[config.mk]
export PLATFORM = sky130hd
export DESIGN_NAME = pipe_add_sub
export DESIGN_NICKNAME = d
export VERILOG_FILES = /design/src/rtl/pipe_add_sub.sv
export SDC_FILE = /design/constraint.sdc
export NUM_CORES = 1
export LEC_CHECK = 0
export ABC_AREA = 1
export CORE_UTILIZATION = 62
export CTS_BUF_LIST = sky130_fd_sc_hd__clkbuf_4
export DETAILED_ROUTE_END_ITERATION = 6
export PLACE_DENSITY = 0.95
export SLEW_MARGIN = 20
export SYNTH_ARGS = -nofsm -noshare
export SYNTH_HDL_FRONTEND = slang
export SYNTH_SLANG_ARGS = --single-unit
export TNS_END_PERCENT = 30
[constraint.sdc]
create_clock -name clk -period 7.98 [get_ports clk]
set_input_delay 1.596 -clock clk [delete_from_list [all_inputs] [get_ports clk]]
set_output_delay 1.596 -clock clk [all_outputs]
set_load 0.005 [all_outputs]
[src/rtl/pipe_add_sub.sv]
// Pipelined two's-complement add/sub: CHUNK bits of the carry chain resolved per stage, latency STAGES.
// One global enable stalls every stage when the output is held; optional flags under PIPE_ADD_SUB_FLAGS_EN.
module pipe_add_sub #(
    parameter int WIDTH = 16,
    parameter int CHUNK = 4
) (
    input  logic             clk,
    input  logic             rst,
    input  logic             in_valid,
    output logic             in_ready,
    input  logic [WIDTH-1:0] a,
    input  logic [WIDTH-1:0] b,
    input  logic             sub,
    output logic             out_valid,
    input  logic             out_ready,
    output logic [WIDTH-1:0] sum,
    output logic             cout,
    output logic             ovf,
    output logic             zero,
    output logic             neg
);
    localparam int STAGES = WIDTH / CHUNK;
    localparam int LAST   = STAGES - 1;

    logic             adv;
    logic [WIDTH-1:0] b_eff;

    // Values presented to each stage: the module inputs for stage 0, the previous stage's flops otherwise.
    logic             src_vld [STAGES];
    logic             src_cy  [STAGES];
    logic [WIDTH-1:0] src_a   [STAGES];
    logic [WIDTH-1:0] src_b   [STAGES];
    logic [WIDTH-1:0] src_s   [STAGES];
    logic [CHUNK:0]   slice   [STAGES];

    logic             vld_d [STAGES];
    logic             vld_q [STAGES];
    logic             cy_d  [STAGES];
    logic             cy_q  [STAGES];
    logic [WIDTH-1:0] a_d   [STAGES];
    logic [WIDTH-1:0] a_q   [STAGES];
    logic [WIDTH-1:0] b_d   [STAGES];
    logic [WIDTH-1:0] b_q   [STAGES];
    logic [WIDTH-1:0] s_d   [STAGES];
    logic [WIDTH-1:0] s_q   [STAGES];

    always_comb begin
        adv   = out_ready | ~vld_q[LAST];
        b_eff = sub ? ~b : b;

        src_vld[0] = in_valid;
        src_cy[0]  = sub;
        src_a[0]   = a;
        src_b[0]   = b_eff;
        src_s[0]   = '0;
        for (int k = 1; k < STAGES; k++) begin
            src_vld[k] = vld_q[k-1];
            src_cy[k]  = cy_q[k-1];
            src_a[k]   = a_q[k-1];
            src_b[k]   = b_q[k-1];
            src_s[k]   = s_q[k-1];
        end

        for (int k = 0; k < STAGES; k++) begin
            slice[k] = {1'b0, src_a[k][k*CHUNK +: CHUNK]}
                     + {1'b0, src_b[k][k*CHUNK +: CHUNK]}
                     + {{CHUNK{1'b0}}, src_cy[k]};
            vld_d[k] = vld_q[k];
            cy_d[k]  = cy_q[k];
            a_d[k]   = a_q[k];
            b_d[k]   = b_q[k];
            s_d[k]   = s_q[k];
            if (adv) begin
                vld_d[k] = src_vld[k];
                cy_d[k]  = slice[k][CHUNK];
                a_d[k]   = src_a[k];
                b_d[k]   = src_b[k];
                s_d[k]   = src_s[k];
                s_d[k][k*CHUNK +: CHUNK] = slice[k][CHUNK-1:0];
            end
        end
    end

    always_ff @(posedge clk or posedge rst) begin
        if (rst) begin
            for (int k = 0; k < STAGES; k++) begin
                vld_q[k] <= 1'b0;
                cy_q[k]  <= 1'b0;
                a_q[k]   <= '0;
                b_q[k]   <= '0;
                s_q[k]   <= '0;
            end
        end else begin
            for (int k = 0; k < STAGES; k++) begin
                vld_q[k] <= vld_d[k];
                cy_q[k]  <= cy_d[k];
                a_q[k]   <= a_d[k];
                b_q[k]   <= b_d[k];
                s_q[k]   <= s_d[k];
            end
        end
    end

    assign in_ready  = adv;
    assign out_valid = vld_q[LAST];
    assign sum       = s_q[LAST];
    assign cout      = cy_q[LAST];

`ifdef PIPE_ADD_SUB_FLAGS_EN
    logic ovf_d, ovf_q, zero_d, zero_q, neg_d, neg_q;

    // Final-stage d values already hold when stalled, so the flags hold with them.
    always_comb begin
        ovf_d  = vld_d[LAST] & (a_d[LAST][WIDTH-1] == b_d[LAST][WIDTH-1])
                             & (s_d[LAST][WIDTH-1] != a_d[LAST][WIDTH-1]);
        zero_d = vld_d[LAST] & (s_d[LAST] == '0);
        neg_d  = vld_d[LAST] & s_d[LAST][WIDTH-1];
    end

    always_ff @(posedge clk or posedge rst) begin
        if (rst) begin
            ovf_q  <= 1'b0;
            zero_q <= 1'b0;
            neg_q  <= 1'b0;
        end else begin
            ovf_q  <= ovf_d;
            zero_q <= zero_d;
            neg_q  <= neg_d;
        end
    end

    assign ovf  = ovf_q;
    assign zero = zero_q;
    assign neg  = neg_q;
`else
    assign ovf  = 1'b0;
    assign zero = 1'b0;
    assign neg  = 1'b0;
`endif
endmodule

Yosys cells after proc, flatten, opt, wreduce, memory -nomap -nowiden
Index checks and enable logic that the tools add are counted.
Widths: inputs -> output; s select.
{"block": "totals", "output_inout_bits": 22, "in_bits": 37, "reg_bits": 144, "wordCells": 30}
{"block": "op_classes", "mux": 1, "add_sub_neg": 8, "bitwise": 3}
{"op": "$add 4x4->5", "n": 4}
{"op": "$add 5x1->5", "n": 4}
{"op": "$mux 16", "n": 1}
{"op": "$not 16->16", "n": 1}
{"op": "$not 1->1", "n": 1}
{"op": "$or 1x1->1", "n": 1}

Longest topological paths before layout
Gate-level depths: netlist (run 1).
{"block": "depth", "word_depth": 4, "ltp_mapped": 11}

Least setup slack after synthesis (run 1)
No wires, ideal clock.
{"block": "synth_path", "path_type": "input to output", "from": "input out_ready", "to": "output in_ready", "path_stages": 3, "setup_slack_ps": 4259, "arrival_time_ps": 2125, "path_buffers": 2, "path_cell_list": "or2_1 -> buf_6 -> clkbuf_1"}
{"block": "synth_via", "elab_chain_cells": 1}
{"element": "start: declaration", "line_no": "15", "source": "input logic out_ready,"}
{"element": "$or 1x1->1", "line_no": "48", "source": "adv = out_ready | ~vld_q[LAST];"}
{"element": "end: declaration", "line_no": "10", "source": "output logic in_ready,"}
Every way passes these cells.

Worst setup path after layout (run 1)
Ends and elaborated chain as after synthesis.

==> results of run 1 <==
-- registers in the layout, indices dropped and copies added, names as in the netlist --
name       flops
cy_q           3
cout           1
s_q           24
a_q           24
b_q           24
out_valid      1
src_vld        3
sum           16
-- kinds of logic (layout without fill, tap and decap cells) --
group | count (synthesis) | after routing
other cells | 1 | 4
simple gates | 193 | 193
xor+xnor | 15 | 15
fa+ha+maj | 19 | 19
compound gates | 72 | 72
buf+inv | 79 | 109
flops | 96 | 96
-- report_power, final --
part / total, mW / switching (mW) / internal, mW
sequential: 0.819 / 0.120 / 0.699
combinational: 0.709 / 0.388 / 0.322
clock: 0.277 / 0.150 / 0.126
-- final timing paths --
kind                                  startpoint                  end  slack [ns]  cells past startpoint
hold reg to reg               sum[5]$_DFFE_PP0P_   sum[5]$_DFFE_PP0P_        0.49                      2
min in group asynchronous                    rst   sum[3]$_DFFE_PP0P_        1.47                      2
hold / removal                sum[5]$_DFFE_PP0P_   sum[5]$_DFFE_PP0P_        0.49                      2
setup / recovery                       out_ready             in_ready        2.91                      4
max in group asynchronous                    rst  a_q[57]$_DFFE_PP0P_        5.37                      3
setup reg to reg           out_valid$_DFFE_PP0P_  sum[14]$_DFFE_PP0P_        5.13                      6
-- worst max-delay path: stages --
cell	delay, ns
clkdlybuf4s50_1	0.46
or2_2	0.10
buf_4	0.61
clkdlybuf4s50_1	0.64
-- stage by stage --
stage               total power, mW  cell area, sq um  cells  hold WS (ns)
global placement               1.47              4910    589         0.436
detailed placement             1.54              4910    589         0.457
finish                         1.80              5060    604         0.486
CTS                            1.82              5060    603         0.489
floorplan                      1.36              4530    477         0.420
global route                   1.95              5060    604         0.501
-- area by class of cell --
type | count | area [sq um]
clock buffers | 10 | 75.1
fillers | 480 | 1850
clock inverters | 4 | 71.3
well taps | 96 | 120
flip-flops and latches | 96 | 2400
repair buffers | 58 | 573
multi-input cells | 302 | 1670
diodes | 1 | 2.50
inverters | 37 | 143
-- cell usage after synthesis --
cell | count | area [sq um]
a21oi_1 | 8 | 40.0
buf_2 | 6 | 30.0
buf_4 | 21 | 158
buf_6 | 7 | 78.8
buf_8 | 2 | 30.0
clkbuf_1 | 6 | 22.5
clkinv_2 | 1 | 5.00
conb_1 | 1 | 3.75
dfrtp_1 | 96 | 2400
fa_1 | 7 | 140
ha_1 | 12 | 150
inv_1 | 36 | 135
nand2_1 | 156 | 586
nand2_2 | 10 | 62.6
nand3_1 | 8 | 40.0
nand3b_1 | 5 | 37.5
nor2_1 | 13 | 48.8
o21ai_0 | 37 | 185
o21ai_2 | 25 | 219
o31ai_1 | 2 | 15.0
or2_1 | 1 | 6.26
xnor2_1 | 10 | 87.6
xor2_1 | 5 | 43.8
-- metal layers --
| metal | vias to the layer above | share of wire |
|---|---|---|
| met1 | 1477 | 0.43 |
| li1 | 1527 | - |
| met5 | - | 0 |
| met2 | 76 | 0.51 |
| met3 | 22 | 0.030 |
| met4 | 0 | 0.030 |
==> flow_summary.yaml, run 1 <==
die:
  die_h_um: 87.4
  dieWidth_um: 87.4
  std_cell_rows: 30
  num_io_pins: 59
  start_util: 0.655
  dieArea_sq_mm: 0.00765
  coreArea_sq_mm: 0.00691
sta:
  setup_slack_ns: 2.91
  setup_viol: 0
  grt_setup_unrepaired: "no"
  setup_tns_ns: 0
  tightest_slew_ns: 0.861
  finalMaxSlewViolations: 0
  hold_viol: 0
  min_period_ns: 5.07
  fin_crit_sh: 0.635
  fin_skew_ns: 0.0136
  fmax_mhz: 197
  max-slew-margin-rel: 0.424
logic_synthesis:
  syn_area_per_cell_sq_um: 9.53
  synthSimpleGateAreaFrac: 0.172
  syn_area_sq_mm: 0.00453
  synth_compound_area_frac: 0.101
  syn_inst: 475
  synth-xor-area-share: 0.0290
  yosys_warnings: 0
  synth_top_family_by_area: "simple AND/OR/NAND/NOR gates"
  synth_cell_type_count: 23
  seq_area_frac_synth: 0.531
  synth_fa_ha_area_frac: 0.0641
  ys_ff_latch: 96
  synth_mux_area_frac: 0
layout:
  syn2layout_area_growth_pct: 11.8
  drive_above_1_share: 0.107
  fin_util: 0.733
  layout.nets: 560
  final_cell_mix: "156 x nand2_1, 96 x dfrtp_1, 55 x clkdlybuf4s50_1"
  layout_commonest_cell: "nand2_1"
clocking:
  cts_resized: 0
  clock_path_buffers: 2
  clkTransAtPathRegs_ns: 0.13
  hold_buffers: 0
  cts-htree-levels: 3
  cts_tree: "done"
  numCtsBuffers: 9
  postCtsSetupBuffers: 0
  clkLatencyLatePin_ns: 0.44
  clock-root-buffer: "clkbuf_4"
  cts_sinks: 96
drt:
  routedWlPerCell_um: 13.0
  post-route-drc-count: 0
  finalWirelength_mm: 7.83
  antenna_left: 0
  dr.pass1.iters: 4
  num_vias: 3102
  viasPerCell: 5.14
  dr.first_iter.drc_count: 200
placed_design:
  portBuffers: 55
  dp_hpwl_mm: 5.31
  gp_congestion: 0.771
  dp_slack_ns: 2.95
worst_setup_path:
  cp.arrival_ns: 3.47
  path_class: "in -> out"
  crit_path_start_kind: "input pin"
  critPathCaptureType: "output port"
  cp_max_fo: 89
  required_ns: 6.38
grt:
  met1_usage: 0.299
  grt_pass1_wl_mm: 13.8
  grtUsageMet2: 0.399
  grt-ovfl-total: 0
  grt_max_degree: 90
  antenna_found_initial: 1
  grt.total_usage: 0.239
  busiest_layer: "met2"
  grt_use_met3: 0.0360
  grt_pass1_vias: 3141
power:
  power_leakage_nw: 2.47
  p_per_area_mw_per_mm2: 357
  peakVddDrop_v: 0.000132
hold_path:
  holdCritPathClass: "reg -> reg"
flow_run:
  drv_cap: 0
run_status:
  status: "complete, no violations"
Power figures use the tool's default switching activity.
==> inputs of run 2 (changes only) <==
--- a/config.mk
+++ b/config.mk
@@ -6,10 +6,10 @@
 export NUM_CORES = 1
 export LEC_CHECK = 0
 export ABC_AREA = 1
-export CORE_UTILIZATION = 62
+export CORE_UTILIZATION = 57
 export CTS_BUF_LIST = sky130_fd_sc_hd__clkbuf_4
 export DETAILED_ROUTE_END_ITERATION = 6
-export PLACE_DENSITY = 0.95
+export PLACE_DENSITY = 0.9
 export SLEW_MARGIN = 20
 export SYNTH_ARGS = -nofsm -noshare
 export SYNTH_HDL_FRONTEND = slang
==> constraint.sdc (replaced) <==
create_clock -name clk -period 5.1 [get_ports clk]
set_input_delay 1.02 -clock clk [delete_from_list [all_inputs] [get_ports clk]]
set_output_delay 1.02 -clock clk [all_outputs]
set_load 0.005 [all_outputs]
==> run 2 against run 1 <==
Non-clock buffer count up 2. Flip-flop and latch count did not move. Largest cell class unchanged. Sequential power is 55% higher. Sequential share of layout area decreased by 0.082 points.
==> flow_summary.yaml, run 2 (synthesis results as in run 1) <==
run_status:
  status: "complete, no violations"
layout:
  n_antenna_cell: 0
  stdcell_area_sq_mm: 0.00507
  layout.nets: 562
  final_cell_mix: "156 x nand2_1, 96 x dfrtp_1, 55 x clkdlybuf4s50_1"
  drive_above_1_share: 0.114
  fin_util: 0.659
  fill_cells: 607
  reg_top3: "a_q: 24 flops, b_q: 24 flops, s_q: 24 flops"
  layout_commonest_cell: "nand2_1"
  syn2layout_area_growth_pct: 12.0
clocking:
  numCtsBuffers: 9
  cts_sinks: 96
  clock-root-buffer: "clkbuf_4"
  hold_buffers: 0
  clkLatencyLatePin_ns: 0.45
  postCtsSetupBuffers: 0
  cts_tree: "done"
  clkTransAtPathRegs_ns: 0.14
  cts-htree-levels: 3
  cts_resized: 0
  clock_path_buffers: 2
worst_setup_path:
  required_ns: 4.08
  crit_family: "buffers and inverters"
  slowest_delay_ns: 0.58
  path_cells: "clkdlybuf4s50_1 > or2_2 > clkdlybuf4s50_1"
  crit_buf_inv: 2
  critPathCaptureType: "output port"
  crit_path_start_kind: "input pin"
  slowest_stage: "clkdlybuf4s50_1"
  cpMostUsedCell: "clkdlybuf4s50_1"
  path_class: "in -> out"
  cp.arrival_ns: 2.40
  cp_max_fo: 21
grt:
  grt_pass1_vias: 2999
  antenna_found_initial: 0
  grt_pass1_wl_mm: 13.4
  grt.total_usage: 0.205
  grt_max_degree: 60
  grt-ovfl-total: 0
drt:
  finalWirelength_mm: 7.67
  post-route-drc-count: 0
  dr.pass1.iters: 4
  dr.first_iter.drc_count: 210
  viasPerCell: 4.99
  routedWlPerCell_um: 12.5
  antenna_left: 0
  num_vias: 3059
sta:
  setup_slack_ns: 1.68
  setup_tns_ns: 0
  setup_viol: 0
  tightest_slew_ns: 0.864
  fin_skew_ns: 0.00890
  grt_setup_unrepaired: "no"
  fin_crit_sh: 0.671
  min_period_ns: 3.42
  fmax_mhz: 292
  finalMaxSlewViolations: 0
  hold_viol: 0
  hold_ws_ns: 0.487
  max-slew-margin-rel: 0.422
die:
  die_h_um: 91.1
  std_cell_rows: 32
  num_io_pins: 59
  start_util: 0.589
  coreArea_sq_mm: 0.00769
  dieArea_sq_mm: 0.00830
  dieWidth_um: 91.1
power:
  power_leakage_nw: 2.48
  peakVddDrop_v: 0.000200
  p_per_area_mw_per_mm2: 545
placed_design:
  dp_slack_ns: 1.68
  gp_congestion: 0.784
  portBuffers: 55
  dp_hpwl_mm: 5.41
  dpl-instance-area_sq_mm: 0.00493
flow_run:
  drv_cap: 0
hold_path:
  holdCritPathClass: "reg -> reg"
==> run 2: path summary, 6_finish.rpt <==
| check | startpoint | to | slack [ns] | cells after the start |
|---|---|---|---|---|
| setup reg to reg | out_valid$_DFFE_PP0P_ | b_q[52]$_DFFE_PP0P_ | 2.93 | 6 |
| min in group asynchronous | rst | sum[13]$_DFFE_PP0P_ | 1.01 | 2 |
| max in group asynchronous | rst | b_q[57]$_DFFE_PP0P_ | 3.14 | 3 |
| setup / recovery | out_ready | in_ready | 1.68 | 3 |
| hold reg to reg | s_q[26]$_DFFE_PP0P_ | sum[10]$_DFFE_PP0P_ | 0.49 | 2 |
| hold / removal | s_q[26]$_DFFE_PP0P_ | sum[10]$_DFFE_PP0P_ | 0.49 | 2 |
==> run 2: where the power goes <==
part	switching (mW)	internal, mW	total (mW)
Sequential	0.181	1.09	1.27
Clock	0.246	0.153	0.398
Combinational	0.589	0.500	1.09
==> run 2: stage by stage <==
stage	cells	total power, mW
5_1_grt	613	3.00
3_3_place_gp	597	2.31
2_1_floorplan	477	2.13
3_5_place_dp	597	2.39
6_report	613	2.76
4_1_cts	613	2.78
==> run 2: worst register-to-register path, cell delays in order (launching register included) <==
cell and delay, ns:
dfrtp_1 0.40, inv_1 0.05, or2_2 0.34, clkinv_2 0.54
buf_4 0.50, nand2_1 0.14, o21ai_0 0.09
==> run 2: per-layer routing <==
metal	part of all wire	global-route usage	wire length (um)	up-vias
li1	-	-	-	1520
met1	0.45	0.268	3440	1452
met2	0.49	0.332	3770	70
met3	0.031	0.0394	241	17
met4	0.029	0.0979	221	0
met5	0	0	0	-
==> run 2: final cells by class <==
| type | instances | area, sq um | share of cell area |
|---|---|---|---|
| Timing Repair Buffer | 60 | 588 | 0.116 |
| Clock buffer | 10 | 75.1 | 0.0148 |
| Inverter | 37 | 143 | 0.0281 |
| Tap cell | 102 | 128 | 0.0252 |
| Clock inverter | 6 | 60.1 | 0.0118 |
| Multi-Input combinational cell | 302 | 1670 | 0.330 |
| Sequential cell | 96 | 2400 | 0.474 |
==> inputs of run 3 (changes only) <==
--- a/config.mk
+++ b/config.mk
@@ -6,10 +6,10 @@
 export NUM_CORES = 1
 export LEC_CHECK = 0
 export ABC_AREA = 1
-export CORE_UTILIZATION = 57
+export CORE_UTILIZATION = 52
 export CTS_BUF_LIST = sky130_fd_sc_hd__clkbuf_4
 export DETAILED_ROUTE_END_ITERATION = 6
-export PLACE_DENSITY = 0.9
+export PLACE_DENSITY = 0.87
 export SLEW_MARGIN = 20
 export SYNTH_ARGS = -nofsm -noshare
 export SYNTH_HDL_FRONTEND = slang
==> constraint.sdc (replaced) <==
create_clock -name clk -period 2.86 [get_ports clk]
set_input_delay 0.572 -clock clk [delete_from_list [all_inputs] [get_ports clk]]
set_output_delay 0.572 -clock clk [all_outputs]
set_load 0.005 [all_outputs]
==> run 3 against run 2 <==
Non-clock buffer count increased by 2. Setup slack got worse by 1.2 ns. Total power is 84% higher. Critical path type unchanged. First-iteration DRC count shrank 33%. Combinational power up 83%. Register-to-register slack lost 1.9 ns.
==> flow_summary.yaml, run 3 (synthesis results as in run 1) <==
placed_design:
  dp_slack_ns: 0.404
  portBuffers: 55
  gp_congestion: 0.772
  dp_hpwl_mm: 5.24
worst_setup_path:
  cp_max_fo: 7
  crit_family: "buffers and inverters"
  required_ns: 2.29
  rr_endpoint: "cy_q[1]$_DFFE_PP0P_"
  slowest_delay_ns: 0.49
  cp.arrival_ns: 1.85
  crit_path_start_kind: "input pin"
  slowest_stage: "clkdlybuf4s50_1"
  path_class: "in -> out"
  cpMostUsedCell: "clkdlybuf4s50_1"
  crit_buf_inv: 2
  critPathCaptureType: "output port"
  path_cells: "clkdlybuf4s50_1 > or2_2 > clkdlybuf4s50_1"
  rr_worst_depth: 7
  rr_startpoint: "out_valid$_DFFE_PP0P_"
  reg2reg_slack_ns: 1.01
clocking:
  cts-htree-levels: 3
  postCtsSetupBuffers: 0
  hold_buffers: 0
  clock-root-buffer: "clkbuf_4"
  cts_sinks: 96
  clock_path_buffers: 2
  clkLatencyLatePin_ns: 0.44
  clkTransAtPathRegs_ns: 0.13
  cts_resized: 0
  numCtsBuffers: 9
  cts_tree: "done"
die:
  die_h_um: 95.3
  dieArea_sq_mm: 0.00908
  std_cell_rows: 33
  num_io_pins: 59
  coreArea_sq_mm: 0.00834
  dieWidth_um: 95.3
  start_util: 0.543
sta:
  fin_skew_ns: 0.0110
  grt_setup_unrepaired: "no"
  finalMaxSlewViolations: 0
  hold_viol: 0
  setup_slack_ns: 0.435
  fmax_mhz: 412
  max-slew-margin-rel: 0.663
  hold_ws_ns: 0.485
  tightest_slew_ns: 0.506
  setup_tns_ns: 0
  fin_crit_sh: 0.848
  min_period_ns: 2.43
  setup_viol: 0
power:
  comb_power_share: 0.392
  power_leakage_nw: 2.51
  seqPwrFrac: 0.449
  p_per_area_mw_per_mm2: 983
  switching_power_mw: 1.81
  swShare: 0.357
  p_int_mw: 3.26
  clock_power_share: 0.159
  peakVddDrop_v: 0.000307
  p_total_mw: 5.08
grt:
  grt-ovfl-total: 0
  antenna_found_initial: 0
  grt_pass1_vias: 3133
  grt_pass1_wl_mm: 13.6
  grt.total_usage: 0.196
  grt_max_degree: 97
drt:
  post-route-drc-count: 0
  finalWirelength_mm: 7.66
  viasPerCell: 4.93
  dr.pass1.iters: 4
  routedWlPerCell_um: 12.4
  num_vias: 3047
  dr.first_iter.drc_count: 141
  antenna_left: 0
layout:
  layout.nets: 564
  multi_input_area_sq_mm: 0.00167
  syn2layout_area_growth_pct: 14.0
  seq_area_sq_mm: 0.00240
  n_antenna_cell: 0
  fill_cells: 722
  reg_top3: "a_q: 24 flops, b_q: 24 flops, s_q: 24 flops"
  layout_commonest_cell: "nand2_1"
  final_cell_mix: "156 x nand2_1, 96 x dfrtp_1, 55 x clkdlybuf4s50_1"
  drive_above_1_share: 0.117
hold_path:
  worstHoldStart: "sum[7]$_DFFE_PP0P_"
  holdPathStages: 2
  holdCritPathClass: "reg -> reg"
  hold-path-endpoint: "sum[7]$_DFFE_PP0P_"
flow_run:
  drv_cap: 0
run_status:
  status: "complete, no violations"
## run 3: cell count changes in the layout (fill, tap and decap cells not counted), sizes merged
cell    delta
buf        +2
inv        -1
clkbuf     +2
bufinv     +1
clkinv     -2
## run 3: worst max path at each step
stage                          end      start  cells after the start
2_1_floorplan  cy_q[3]$_DFFE_PP0P_        sub                      8
3_3_place_gp              in_ready  out_ready                      3
3_5_place_dp   cy_q[3]$_DFFE_PP0P_        sub                      7
4_1_cts                   in_ready  out_ready                      3
5_1_grt                   in_ready  out_ready                      3
6_report                  in_ready  out_ready                      3
## run 3: power groups by stage
stage	Combinational (mW)	Clock, mW	Sequential [mW]
3_5_place_dp	2.00	0	2.31
4_1_cts	2.02	0.819	2.28
6_report	1.99	0.808	2.28
2_1_floorplan	1.59	0	2.22
3_3_place_gp	1.90	0	2.28
5_1_grt	2.29	0.874	2.35
## run 3: layout make-up
class / instances / share of cell area
inverter: 37 / 0.0279
clock buffer: 12 / 0.0175
multi-input combinational: 302 / 0.324
timing repair buffer: 62 / 0.127
sequential: 96 / 0.465
clock inverter: 4 / 0.0133
tap: 105 / 0.0254
## run 3: stage by stage
| step | cell area (sq um) | cells | utilization |
|---|---|---|---|
| after floorplan | 4540 | 477 | - |
| after global placement | 5000 | 602 | 0.600 |
| final | 5160 | 618 | 0.619 |
| after CTS | 5160 | 618 | 0.619 |
| after detailed placement | 5000 | 602 | 0.600 |
| after global routing | 5160 | 618 | 0.619 |
## run 3: tightest hold or removal path: cells and delay by family, from the launching register on
family / cells / cell delay (ns)
flops: 1 / 0.37
simple gates: 2 / 0.09
## run 3: layer usage
metal / GRT usage / routed length [um] / up-vias
met5: 0 / 0 / -
met4: 0.0846 / 143 / 0
met3: 0.0399 / 269 / 11
met2: 0.339 / 3890 / 65
met1: 0.235 / 3360 / 1445
li1: - / - / 1526
